### src/rtl/instruction_fetch_unit.sv
// instruction_fetch_unit: fetch stage sitting directly in front of a
// combinational instruction ROM. It owns the PC and drives it out as the ROM
// byte address. Each returned word is captured with its PC in a small FIFO
// and presented to decode. Redirects from execute flush the FIFO and reload
// the PC.
//
// Optional build macro: FETCH_ALIGN_CHECK_EN
//   undefined : redirect target bits [1:0] are silently cleared and
//               FetchFault is tied low.
//   defined   : a misaligned redirect loads the PC unmodified and sets a
//               sticky FetchFault. It also sets a halt that stops all
//               further fetches until reset.
//
// Handshake (decode side): OutValid/OutReady follow strict valid/ready rules.
// OutValid never depends on OutReady. The head entry is consumed on a rising
// edge where both are high. OutPc/OutInstruction are only meaningful while
// OutValid is high. A redirect forces OutValid low in its own cycle, so a
// flushed entry can never be consumed.
//
// RESET_PC must be 4-byte aligned.
// BUF_DEPTH must be a power of two and at least 2.

module instruction_fetch_unit #(
  parameter logic [31:0] RESET_PC  = 32'h0000_0000,
  parameter int unsigned BUF_DEPTH = 2
) (
  input  logic        clk,
  input  logic        rst_n,
  output logic [31:0] ImemAddress,
  input  logic [31:0] ImemInstruction,
  input  logic        RedirectValid,
  input  logic [31:0] RedirectTarget,
  output logic        OutValid,
  input  logic        OutReady,
  output logic [31:0] OutPc,
  output logic [31:0] OutInstruction,
  output logic        FetchFault
);

  localparam int unsigned PTR_W = (BUF_DEPTH > 1) ? $clog2(BUF_DEPTH) : 1;
  localparam int unsigned CNT_W = PTR_W + 1;
  localparam logic [CNT_W-1:0] DEPTH_C = CNT_W'(BUF_DEPTH);

  // Architectural fetch state
  logic [31:0]      pc_q;
  logic [PTR_W-1:0] rd_ptr_q;
  logic [PTR_W-1:0] wr_ptr_q;
  logic [CNT_W-1:0] count_q;

  // Fetch buffer storage; contents are only meaningful below count_q
  logic [31:0] buf_pc    [BUF_DEPTH];
  logic [31:0] buf_instr [BUF_DEPTH];

  // Control
  logic        halted;
  logic [31:0] redirect_pc;
  logic        push;
  logic        pop;
  logic        buf_has_room;

`ifdef FETCH_ALIGN_CHECK_EN
  logic halted_q;
  logic fault_q;

  // Sticky fault/halt on a misaligned redirect; only reset clears them
  always_ff @(posedge clk) begin
    if (!rst_n) begin
      halted_q <= 1'b0;
      fault_q  <= 1'b0;
    end else if (RedirectValid && (RedirectTarget[1:0] != 2'b00)) begin
      halted_q <= 1'b1;
      fault_q  <= 1'b1;
    end
  end

  assign halted      = halted_q;
  assign FetchFault  = fault_q;
  // The target is taken as given; a misaligned one has already raised the fault
  assign redirect_pc = RedirectTarget;
`else
  logic unused_target_lsbs;

  assign halted             = 1'b0;
  assign FetchFault         = 1'b0;
  // Instructions are word aligned, so the low target bits are dropped
  assign redirect_pc        = {RedirectTarget[31:2], 2'b00};
  assign unused_target_lsbs = ^RedirectTarget[1:0];
`endif

  // The PC register is the ROM address; the ROM answers in the same cycle
  assign ImemAddress = pc_q;

  // Head of buffer toward decode; a redirect or halt hides any entry
  assign OutValid       = (count_q != '0) && !RedirectValid && !halted;
  assign OutPc          = buf_pc[rd_ptr_q];
  assign OutInstruction = buf_instr[rd_ptr_q];

  // A full buffer can take a new word in the same cycle as a pop
  assign pop          = OutValid && OutReady;
  assign buf_has_room = (count_q < DEPTH_C) || pop;
  assign push         = !RedirectValid && !halted && buf_has_room;

  // PC, occupancy and pointers; reset outranks a redirect, which outranks push/pop
  always_ff @(posedge clk) begin
    if (!rst_n) begin
      pc_q     <= RESET_PC;
      count_q  <= '0;
      rd_ptr_q <= '0;
      wr_ptr_q <= '0;
    end else if (RedirectValid) begin
      pc_q     <= redirect_pc;
      count_q  <= '0;
      rd_ptr_q <= '0;
      wr_ptr_q <= '0;
    end else begin
      if (push) begin
        pc_q     <= pc_q + 32'd4;
        wr_ptr_q <= wr_ptr_q + 1'b1;
      end
      if (pop) begin
        rd_ptr_q <= rd_ptr_q + 1'b1;
      end
      if (push && !pop) begin
        count_q <= count_q + 1'b1;
      end else if (pop && !push) begin
        count_q <= count_q - 1'b1;
      end
    end
  end

  // Capture the fetched word with its PC; a write during reset is harmless
  // because the count is cleared in the same cycle
  always_ff @(posedge clk) begin
    if (push) begin
      buf_pc[wr_ptr_q]    <= pc_q;
      buf_instr[wr_ptr_q] <= ImemInstruction;
    end
  end

endmodule

### config.mk
export PLATFORM = sky130hd
export DESIGN_NAME = instruction_fetch_unit
export DESIGN_NICKNAME = d
export VERILOG_FILES = /design/src/rtl/instruction_fetch_unit.sv
export SDC_FILE = /design/constraint.sdc
export NUM_CORES = 1
export LEC_CHECK = 0
export CORE_MARGIN = 1
export CORE_UTILIZATION = 30
export CTS_CLUSTER_DIAMETER = 40
export DETAILED_ROUTE_END_ITERATION = 6
export GPL_TIMING_DRIVEN = 0
export PLACE_DENSITY_LB_ADDON = 0.1
export SYNTH_ARGS = -nofsm -noshare
export SYNTH_HDL_FRONTEND = slang
export SYNTH_SLANG_ARGS = --single-unit
### constraint.sdc
create_clock -name clk -period 7.8 [get_ports clk]
set_input_delay 2.34 -clock clk [delete_from_list [all_inputs] [get_ports clk]]
set_output_delay 2.34 -clock clk [all_outputs]
set_load 0.1 [all_outputs]
# Word-level counts from Yosys, hierarchy flattened
# Memories as Yosys holds them, arrays and structs flattened. A register that Yosys moved wholly into a read port is not among the register bits.
# Cells that the tools add are included.
# word_totals
romBits,0
n_memories,2
regBits,36
mem_bits_rw,128
latchBits,0
input_bits,68
word_cells,37
output_inout_bits,98
# classes
bitwise,1
magnitude_cmp,1
shifts,0
n_mul,0
eq_ne,0
n_div,0
add_sub_neg,5
n_mux,10
reduce_logical,13
# mem_list
memory,words,word_bits,read_ports,rd_ports_with_merged_regs,wr,line,text
buf_instr,2,32,1,1,1,52,logic [31:0] buf_instr [BUF_DEPTH];
buf_pc,2,32,1,1,1,51,logic [31:0] buf_pc [BUF_DEPTH];
# ops
op,count
$mux W32,2
$add A32 B3 Y32 const B,1
$mux W1,6
$reduce_bool A2 Y1,3
$logic_and A1 B1 Y1,5
$mux W2,2
$logic_not A1 Y1,3
$add A1 B1 Y1 const B,2
$add A2 B1 Y2 const B,1
$lt A2 B2 Y1 const B,1
$reduce_or A2 Y1,1
$sub A2 B1 Y2 const B,1
$logic_or A1 B1 Y1,1
$not A1 Y1,1

# Logic depth before layout (Yosys ltp)
# depth
word_depth,9
mapped_depth,7
depth_no_buf,6

# Least setup slack after synthesis
# No wires, ideal clock.
# synth_timing
path_kind,in2reg
from,input RedirectValid
to,"memory buf_instr[0][0], enable pin"
path_slack_ns,1.625
arrival_time_ns,5.685
path_buffers,1
setup_ns,0.490
cell_stages,4
required_time_ns,7.310
cell_sequence,nand2b_1 -> clkbuf_1 -> a21oi_1 -> nor2b_1
# synth_via
elab_chain_cells,7
# synth_lines
item,line,text
"start, declared",31,"input logic RedirectValid,"
$logic_not A1 Y1 (*),"94, 101",
$logic_and A1 B1 Y1,94,assign OutValid = (count_q != '0) && !RedirectValid && !halted;
$logic_and A1 B1 Y1,99,assign pop = OutValid && OutReady;
$logic_or A1 B1 Y1,100,assign buf_has_room = (count_q < DEPTH_C) || pop;
$logic_and A1 B1 Y1 (*),101,assign push = !RedirectValid && !halted && buf_has_room;
$mux W1 (*),134,if (push) begin
$mux W1 (implied by the code) (*),136,buf_instr[wr_ptr_q] <= ImemInstruction;
"end, declared",52,
# Mark *: on every way between the ends. The rest lies on a longest branch, timed or not.

# Final worst setup path
# layout_timing
from,input RedirectValid
to,output OutValid
# layout_via
elab_chain_cells,2
# layout_lines
item,line,text
$logic_not A1 Y1,94,
$logic_and A1 B1 Y1,94,
"end, declared",33,"output logic OutValid,"
# No other way between the ends.

==> out/qor.yml <==
grt:
  grt.total_usage: 0.159
  grt.overflow.total: 0
  grt_pass1_vias: 4620
  antenna_found_initial: 0
  grt_max_degree: 47
  grt_pass1_wl_um: 26400
synthesis:
  synthCells: 467
  ys_top_cells_by_area: "edfxtp_1 (56%), dfxtp_1 (11%), mux2_2 (11%), o21ai_0 (2.0%), nand3_1 (1.5%)"
  yosys_most_used_dff: "edfxtp_1"
  synthesis.area_mm2: 0.00660
  synth_warnings: 0
  async_flop_share: 0
  synth_top_area_frac: 0.564
  synth_edf_count: 124
  seq_area_frac_synth: 0.670
  yosysUniqueCellTypes: 51
  yosysTopAreaCell: "edfxtp_1"
  ys_seq_elements: 159
  avgSynthCellArea_um2: 14.1
worst_hold_path:
  hold_depth: 2
  min_from: "rd_ptr_q"
  hold_path_end: "rd_ptr_q"
  hold_class: "reg -> reg"
layout:
  finalNonFillerCells: 938
  area_growth_pct: 39.1
  num_antenna_cells: 0
  layout_common_cells: "clkdlybuf4s50_1 (157), edfxtp_1 (124), mux2_2 (62)"
  final_common_cell: "clkdlybuf4s50_1"
  final_area_mm2: 0.00918
  drive_above_1_share: 0.166
  nNetsFinal: 720
clocking:
  numCtsBuffers: 17
  clock_latency_ns: 0.42
  post_cts_buffers: 0
  cts-root-buf: "clkbuf_16"
  cts_hold_buf: 0
  cts-resized-gates: 0
  cts_tree: "done"
  cts.sink_count: 159
  clockBufferDepth: 2
  cts.clk_slew.worst_paths_ns: 0.07
  htree_num_levels: 4
pwr:
  p_leak_uw: 0.00308
  cellPowerDensity_mw_per_mm2: 251
  vdd_ir_drop_max_mv: 0.144
setup_path:
  arrival_ns: 4.54
  path_class: "in -> out"
  r2r_cells: 5
  cp-end-kind: "output pin"
  reg2reg_to: "buf_pc[0][19]"
  worstReg2RegStart: "count_q[1]"
  cp.required_ns: 5.46
  startpoint: "RedirectValid"
  regToRegSetupSlack_ns: 5.45
  crit_fanout: 10
  worst_setup_path_start_kind: "input port"
sta:
  skew_ns: 0.0105
  fin_crit_sh: 0.882
  slew_headroom: 0.246
  tightest_slew_ns: 1.12
  min_period_ns: 6.88
  tns_ns: 0
  finalMaxSlewViolations: 0
  grt_setup_unrepaired: "no"
  hold_violations: 0
  hold-worst-slack_ns: 0.518
  fmax_mhz: 145
  setup_viol: 0
floorplan:
  chipWidth_um: 150
  placementRows: 53
  start_util: 0.310
  fp.dieArea_mm2: 0.0226
  core-area_mm2: 0.0213
  num_io_pins: 166
  die_y_um: 150
place:
  dp_cells: 906
  dpl_cell_area_mm2: 0.00862
  gp_congestion: 0.786
  port_buffers: 157
  hpwl_um: 11900
drt:
  drt_iter0_drc: 301
  firstDrtPassIters: 5
  routed_via_density: 4.88
  num_vias: 4574
  wirelength_um: 17500
  antenna_left: 0
  routedWlPerCell_um: 18.7
  drc: 0
job:
  cap_violations: 0
status:
  status: "complete, no violations"
## per-layer routing
metal	vias to the layer above	track usage	part of all wire
li1	2195	-	-
met1	2210	0.205	0.45
met2	151	0.260	0.47
met3	18	0.0394	0.062
met4	0	0.0490	0.013
met5	-	0	0
## synthesized netlist by cell type, drive strengths merged (2+ instances only)
| library cell | instances |
|---|---|
| nor4 | 4 |
| o31ai | 3 |
| buf | 8 |
| a211oi | 5 |
| o21ai | 27 |
| nand3 | 20 |
| and3 | 8 |
| mux2 | 62 |
| inv | 6 |
| o2111a | 2 |
| o2111ai | 3 |
| a41oi | 2 |
| a2111o | 2 |
| a31oi | 8 |
| a311oi | 4 |
| and4 | 7 |
| or3 | 7 |
| o311a | 2 |
| nor2 | 12 |
| nand2 | 14 |
| nand2b | 3 |
| dfxtp | 35 |
| xor2 | 4 |
| nor2b | 4 |
| clkbuf | 23 |
| or4 | 5 |
| a21oi | 14 |
| a31o | 2 |
| nand4 | 13 |
| edfxtp | 124 |
| nor3 | 9 |
| ha | 2 |
| and2 | 3 |
| xnor2 | 7 |
## cell families after synthesis
| family | synth area share |
|---|---|
| AND/OR/NAND/NOR | 0.0965 |
| buffers and inverters | 0.0246 |
| AO/OA/AOI/OAI | 0.0841 |
| multiplexers | 0.106 |
| flip-flops | 0.670 |
| XOR/XNOR | 0.0146 |
| adder cells (fa/ha/maj) | 0.00379 |
| other | 0.000568 |
## power by group
part | switching, uW | total (uW) | internal, uW
logic | 369 | 502 | 133
registers | 33.4 | 1000 | 970
clock network | 353 | 797 | 444
total | 755 | 2300 | 1550
## through the flow
step | total power (uW) | setup slack (ns) | util
floorplan | 1380 | 1.63 | -
global placement | 1520 | -1.27 | 0.401
detailed placement | 1530 | 0.921 | 0.405
CTS | 2330 | 0.916 | 0.431
global route | 2390 | 0.844 | 0.431
finish | 2300 | 0.921 | 0.431
## worst max path at each step
stage,to,cells after the start
6_report,OutValid,4
5_1_grt,OutValid,4
4_1_cts,OutValid,4
3_5_place_dp,OutValid,4
3_3_place_gp,buf_instr[0][16],5
2_1_floorplan,buf_instr[0][0],4
## area by class of cell
| cell class | count | area [um2] |
|---|---|---|
| tap | 275 | 344 |
| timing repair buffer | 160 | 1650 |
| clock inverter | 15 | 138 |
| sequential | 159 | 4420 |
| buffer | 31 | 136 |
| multi-input combinational | 274 | 2040 |
| inverter | 7 | 26.3 |
| fill | 1981 | 12100 |
| clock buffer | 17 | 425 |
## sequential cells by signal, indices dropped and copies added (netlist names), named ones only
name / flops
buf_instr: 64
buf_pc: 60
ImemAddress: 30
count_q: 2
rd_ptr_q: 1
wr_ptr_q: 1
## critical path: stages
cell and delay [ns]:
clkdlybuf4s50_1 0.46, clkbuf_1 0.27, o21ba_2 0.33, clkdlybuf4s50_1 1.13
(Power assumes the default switching activity.)
